## config.mk

```make
export PLATFORM = sky130hd
export DESIGN_NAME = instr_decode_ctrl
export DESIGN_NICKNAME = d
export VERILOG_FILES = /design/src/rtl/instr_decode_ctrl.sv
export SDC_FILE = /design/constraint.sdc
export NUM_CORES = 1
export LEC_CHECK = 0
export CORE_AREA = 2 2 88 90
export CTS_CLUSTER_SIZE = 20
export DETAILED_ROUTE_END_ITERATION = 10
export DIE_AREA = 0 0 90 92
export PLACE_DENSITY_LB_ADDON = 0.2
export SYNTH_ARGS = -nofsm -noshare
export SYNTH_HDL_FRONTEND = slang
export SYNTH_SLANG_ARGS = --single-unit
```

## constraint.sdc

```tcl
create_clock -name clk -period 2.6 [get_ports clk]
set_input_delay 0.78 -clock clk [delete_from_list [all_inputs] [get_ports clk]]
set_output_delay 0.78 -clock clk [all_outputs]
set_load 0.05 [all_outputs]
```

## src/rtl/instr_decode_ctrl.sv

```systemverilog
// Multi-cycle fetch/decode/execute/mem/writeback controller for a tiny load/store ISA.
// Optional macro ILLEGAL_TRAP_EN: illegal opcodes latch illegal_op and halt until reset.
module instr_decode_ctrl (
    input  logic        clk,
    input  logic        rst,
    input  logic        instr_valid,
    input  logic [31:0] instr,
    output logic        instr_ready,
    input  logic [31:0] alu_result,
    input  logic [31:0] mem_rdata,
    input  logic        mem_done,
    output logic        mem_req,
    output logic        mem_we,
    output logic [4:0]  rs,
    output logic [4:0]  rt,
    output logic [4:0]  rd,
    output logic [31:0] i_data,
    output logic [2:0]  state,
    output logic        illegal_op
);

    typedef enum logic [2:0] {
        S_FETCH  = 3'd0,
        S_DECODE = 3'd1,
        S_EXEC   = 3'd2,
        S_MEM    = 3'd3,
        S_WB     = 3'd4,
        S_HALT   = 3'd5
    } state_t;

    localparam logic [5:0] OP_R  = 6'b000000;
    localparam logic [5:0] OP_LW = 6'b100011;
    localparam logic [5:0] OP_SW = 6'b101011;

    state_t       cur;
    state_t       nxt;
    logic [31:11] ir;
    logic [31:0]  result;
    logic         armed;
    logic         transfer;
    logic         is_r;
    logic         is_lw;
    logic         is_sw;
    logic         legal;

    assign is_r  = (ir[31:26] == OP_R);
    assign is_lw = (ir[31:26] == OP_LW);
    assign is_sw = (ir[31:26] == OP_SW);
    assign legal = is_r | is_lw | is_sw;

    // armed holds instr_ready low until the first edge after reset release
    assign instr_ready = armed && (cur == S_FETCH);
    assign transfer    = instr_valid && instr_ready;

    always_ff @(posedge clk or posedge rst) begin
        if (rst) begin
            cur    <= S_FETCH;
            ir     <= '0;
            result <= '0;
            armed  <= 1'b0;
        end else begin
            cur   <= nxt;
            armed <= 1'b1;
            if (transfer)
                ir <= instr[31:11];
            if (cur == S_EXEC)
                result <= alu_result;
            else if (cur == S_MEM && mem_done && is_lw)
                result <= mem_rdata;
        end
    end

    always_comb begin
        nxt = cur;
        case (cur)
            S_FETCH:  if (transfer) nxt = S_DECODE;
            S_DECODE: begin
                if (legal)
                    nxt = S_EXEC;
                else
`ifdef ILLEGAL_TRAP_EN
                    nxt = S_HALT;
`else
                    nxt = S_FETCH;
`endif
            end
            S_EXEC:   nxt = is_r ? S_WB : S_MEM;
            S_MEM:    if (mem_done) nxt = is_lw ? S_WB : S_FETCH;
            S_WB:     nxt = S_FETCH;
`ifdef ILLEGAL_TRAP_EN
            S_HALT:   nxt = S_HALT;
`else
            S_HALT:   nxt = S_FETCH;
`endif
            default:  nxt = S_FETCH;
        endcase
    end

`ifdef ILLEGAL_TRAP_EN
    logic illegal_q;

    always_ff @(posedge clk or posedge rst) begin
        if (rst)
            illegal_q <= 1'b0;
        else if (cur == S_DECODE && !legal)
            illegal_q <= 1'b1;
    end

    assign illegal_op = illegal_q;
`else
    assign illegal_op = 1'b0;
`endif

    // destination register 0 naturally yields rd=0, so nothing is written
    always_comb begin
        rd = '0;
        if (cur == S_WB)
            rd = is_lw ? ir[20:16] : ir[15:11];
    end

    assign rs      = ir[25:21];
    assign rt      = ir[20:16];
    assign i_data  = result;
    assign mem_req = (cur == S_MEM);
    assign mem_we  = (cur == S_MEM) && is_sw;
    assign state   = cur;

endmodule

```

# Word-level counts from Yosys, hierarchy flattened
# Index checks and enable logic that the tools add are counted.
dict set report word_totals {
  reg_bits 57
  in_bits 100
  out_inout_bits 54
  elab_cells 33
}
dict set report op_classes {
  eq_ne 8
  muxes 10
  bitwise_logic 2
  reduce_logical 9
}
# operator n
set op_table {}
lappend op_table {{$mux 32} 2}
lappend op_table {{$eq 6x6->1 const B} 2}
lappend op_table {{$mux 3} 4}
lappend op_table {{$pmux 3 s4} 1}
lappend op_table {{$mux 5} 2}
lappend op_table {{$eq 3x2->1 const B} 2}
lappend op_table {{$logic_not 6->1} 1}
lappend op_table {{$logic_and 1x1->1} 5}
lappend op_table {{$ne 2x2->1 const B} 2}
lappend op_table {{$eq 3x1->1 const B} 1}
lappend op_table {{$eq 3x3->1 const B} 1}
lappend op_table {{$logic_not 3->1} 1}
lappend op_table {{$mux 2} 1}
lappend op_table {{$or 1x1->1} 2}
lappend op_table {{$reduce_and 2->1} 1}
lappend op_table {{$reduce_bool 2->1} 1}

# Longest topological paths before layout
dict set report logic_depth {
  depth_word 5
  depth_mapped 5
  depth_no_buf 3
}

# Least setup slack after synthesis
# OpenSTA, ideal clock, no wires.
dict set report synth_path {
  kind {reg2out}
  start {reg cur[0] (netlist: state[0])}
  end {out mem_we}
  t_arrival_ns 2.209
  required_ns 1.820
  setup_slack_ns -0.389
  path_stages_with_launch 4
  n_path_buf 1
  cell_sequence {dfrtp_1 > buf_2 > nand3b_1 > nor3_1}
}
dict set report synth_via {
  elab_chain_len 2
}
# element line
set synth_rtl {}
lappend synth_rtl {{start: declaration} 35} ;# state_t cur;
lappend synth_rtl {{start signal: assignment} 62} ;# cur <= nxt;
lappend synth_rtl {{$eq 3x2->1} 125} ;# assign mem_we = (cur == S_MEM) && is_sw;
lappend synth_rtl {{$logic_and 1x1->1} 125}
lappend synth_rtl {{end: declaration} 13} ;# output logic mem_we,
# No other way between the ends.

# Worst setup path in the final report
dict set report layout_path {
  start {reg cur[2] (netlist: state[2])}
  end {out state[2]}
}
# element line
set layout_lines {}
lappend layout_lines {{end: declaration} 18} ;# output logic [2:0] state,
# No word-level cell between the ends.

==> results.json <==
{
  "start_util": 0.362,
  "synth_top_cell_by_area": "dfrtp_1",
  "numCtsBuffers": 9,
  "cp-start-kind": "flip-flop",
  "vias_per_cell": 4.87,
  "skew_ns": 0.00946,
  "cts_tree": "built",
  "crit_fanout": 8,
  "mostFrequentLayoutCell": "clkdlybuf4s50_1",
  "fp.dieH_um": 92,
  "fin_crit_sh": 0.977,
  "wl_um": 7000,
  "clockRootBuffer": "clkbuf_8",
  "finalHoldViolCount": 0,
  "rows": 32,
  "drc_errors": 0,
  "maxCapViolCount": 0,
  "first_global_vias": 2295,
  "ys_types": 35,
  "synth-seq-cells": 57,
  "setup_violations": 0,
  "holdWs_ns": 0.502,
  "power_mw": 5.37,
  "cts_setup_buffers": 0,
  "rsz0062_at_grt": "no",
  "die_w_um": 90,
  "irDropWorstVdd_uv": 675,
  "grt_max_degree": 33,
  "wl_met2_um": 3490,
  "fin_util": 0.594,
  "crit_buf_inv": 1,
  "setup_tns_ns": 0,
  "drt_first_iter_violations": 55,
  "core_um2": 7450,
  "synth_area_leaders": "dfrtp_1 53%, a221o_1 12%, mux2_2 7.5%",
  "postSynthAreaPerCell_um2": 12.5,
  "crit_path_end_kind": "primary output",
  "io_buffers": 141,
  "wl_met1_um": 2940,
  "p_leak_nw": 1.82,
  "grt_overflow": 0,
  "r2r_slack_ns": 0.78,
  "critPathMaxStageDelay_ns": 0.88,
  "ant_nets": 0,
  "yosys_warnings": 0,
  "grt_pass1_wl_um": 11200,
  "vias": 2235,
  "status": "finished, final reports clean",
  "synth_top_area_frac": 0.529,
  "filler_cell_count": 631,
  "met3WireLength_um": 509,
  "holdBufCountCts": 0,
  "htree_levels": 3,
  "syn_inst": 215,
  "cts_buffer_depth": 2,
  "critical_path_class": "reg2out",
  "max-slew-margin-rel": 0.651,
  "drive_above_1_share": 0.174,
  "final_max_slew_viol_count": 0,
  "syn2layout_area_growth_pct": 63.9,
  "n_antenna_cell": 0,
  "tightest_slew_ns": 0.522,
  "hpwlAfterDp_um": 5060,
  "path_cells": "clkdlybuf4s50_1",
  "crit_slowest_cell": "clkdlybuf4s50_1",
  "pin_count": 154,
  "hp-class": "reg2reg",
  "clock-sinks": 57,
  "synth_area_um2": 2700,
  "wl_per_cell_um": 15.3,
  "period_minus_slack_ns": 2.54,
  "critical-path-top-delay-family": "buffers and inverters",
  "layout_common_cells": "133 x clkdlybuf4s50_1, 57 x dfrtp_1, 32 x and2_1",
  "antenna_found_initial": 0,
  "grt_usage": 0.170,
  "worstSkewPairLatency_ns": 0.33,
  "firstDrtPassIters": 4,
  "cp.arrival_ns": 1.76,
  "dpl.cell_count": 443,
  "layout.nets": 452,
  "top_layer": "met4",
  "syn-num-nets": 315,
  "max_freq_mhz": 394,
  "worstPathRequired_ns": 1.82,
  "power.density_nw_per_um2": 1210,
  "fin_cells": 459,
  "yosysSeqAreaShare": 0.529,
  "gp_congestion": 0.754,
  "post_cts_resized": 0,
  "die_area_um2": 8280,
  "path_clk_slew_ns": 0.07
}
[through the flow]
stage	instance area, µm²	worst slack [ns]
after CTS	4420	0.0465
final	4420	0.0600
after floorplan	2700	-0.000504
after global routing	4420	0.00233
after global placement	4230	0.325
after detailed placement	4230	0.307
[registers in the layout, summed over array words and instances, names as in the netlist]
signal / count
i_data: 32
state: 3
armed: 1
ir: 21
[layer usage]
| metal | track usage | up-vias |
|---|---|---|
| met1 | 0.202 | 1077 |
| met5 | 0 | - |
| met3 | 0.0551 | 5 |
| met2 | 0.291 | 90 |
| met4 | 0.0577 | 0 |
| li1 | - | 1063 |
[where the power goes]
part           internal (mW)  switching [mW]
Combinational           1.19            1.79
Clock                  0.462           0.354
Sequential              1.30           0.269
[cell usage after synthesis]
cell type and number:
nor4_1 1, o21ai_0 5, nand2_1 3, nor3_1 1, nor2_1 2, nand4_1 1
nor4_4 1, a21boi_0 1, buf_4 11, conb_1 2, or4_2 1, o41ai_1 1
o211ai_1 1, nor3_2 1, a2111oi_0 1, buf_2 4, nor4b_4 1, a221o_2 2
mux2_1 3, dfrtp_1 57, nor2b_1 1, clkbuf_1 3, buf_6 6, mux2_2 18
or3_4 1, inv_1 4, a41oi_2 1, a221o_1 31, nand3_1 6, and2_1 32
a21oi_1 7, nand3b_1 2, and3_1 1, a31oi_1 1, nor3b_2 1
[final timing paths]
| check | from | endpoint | cells past startpoint |
|---|---|---|---|
| max | state[2] | state[2] | 1 |
| max in group asynchronous | rst | i_data[27] | 3 |
| min in group asynchronous | rst | ir[29] | 2 |
| min | ir[22] | ir[22] | 1 |
| min reg2reg | ir[22] | ir[22] | 1 |
| max reg2reg | state[1] | ir[16] | 5 |
[logic make-up (layout without fill, tap and decap cells)]
| family | Yosys count | in the layout | share of synthesized area |
|---|---|---|---|
| simple gates | 56 | 56 | 0.142 |
| flops | 57 | 57 | 0.529 |
| compound gates | 51 | 51 | 0.166 |
| buf+inv | 28 | 170 | 0.0729 |
| mux | 21 | 21 | 0.0877 |
| other cells | 2 | 2 | 0.00279 |
[layout make-up]
type	count	area, µm²	area share
tap	102	128	0.0289
sequential	57	1430	0.323
timing repair buffer	150	1570	0.356
multi-input combinational	130	1080	0.245
clock buffer	10	138	0.0311
inverter	4	15.0	0.00340
clock inverter	6	57.6	0.0130
Note: power is estimated with default switching activity, not from simulation.
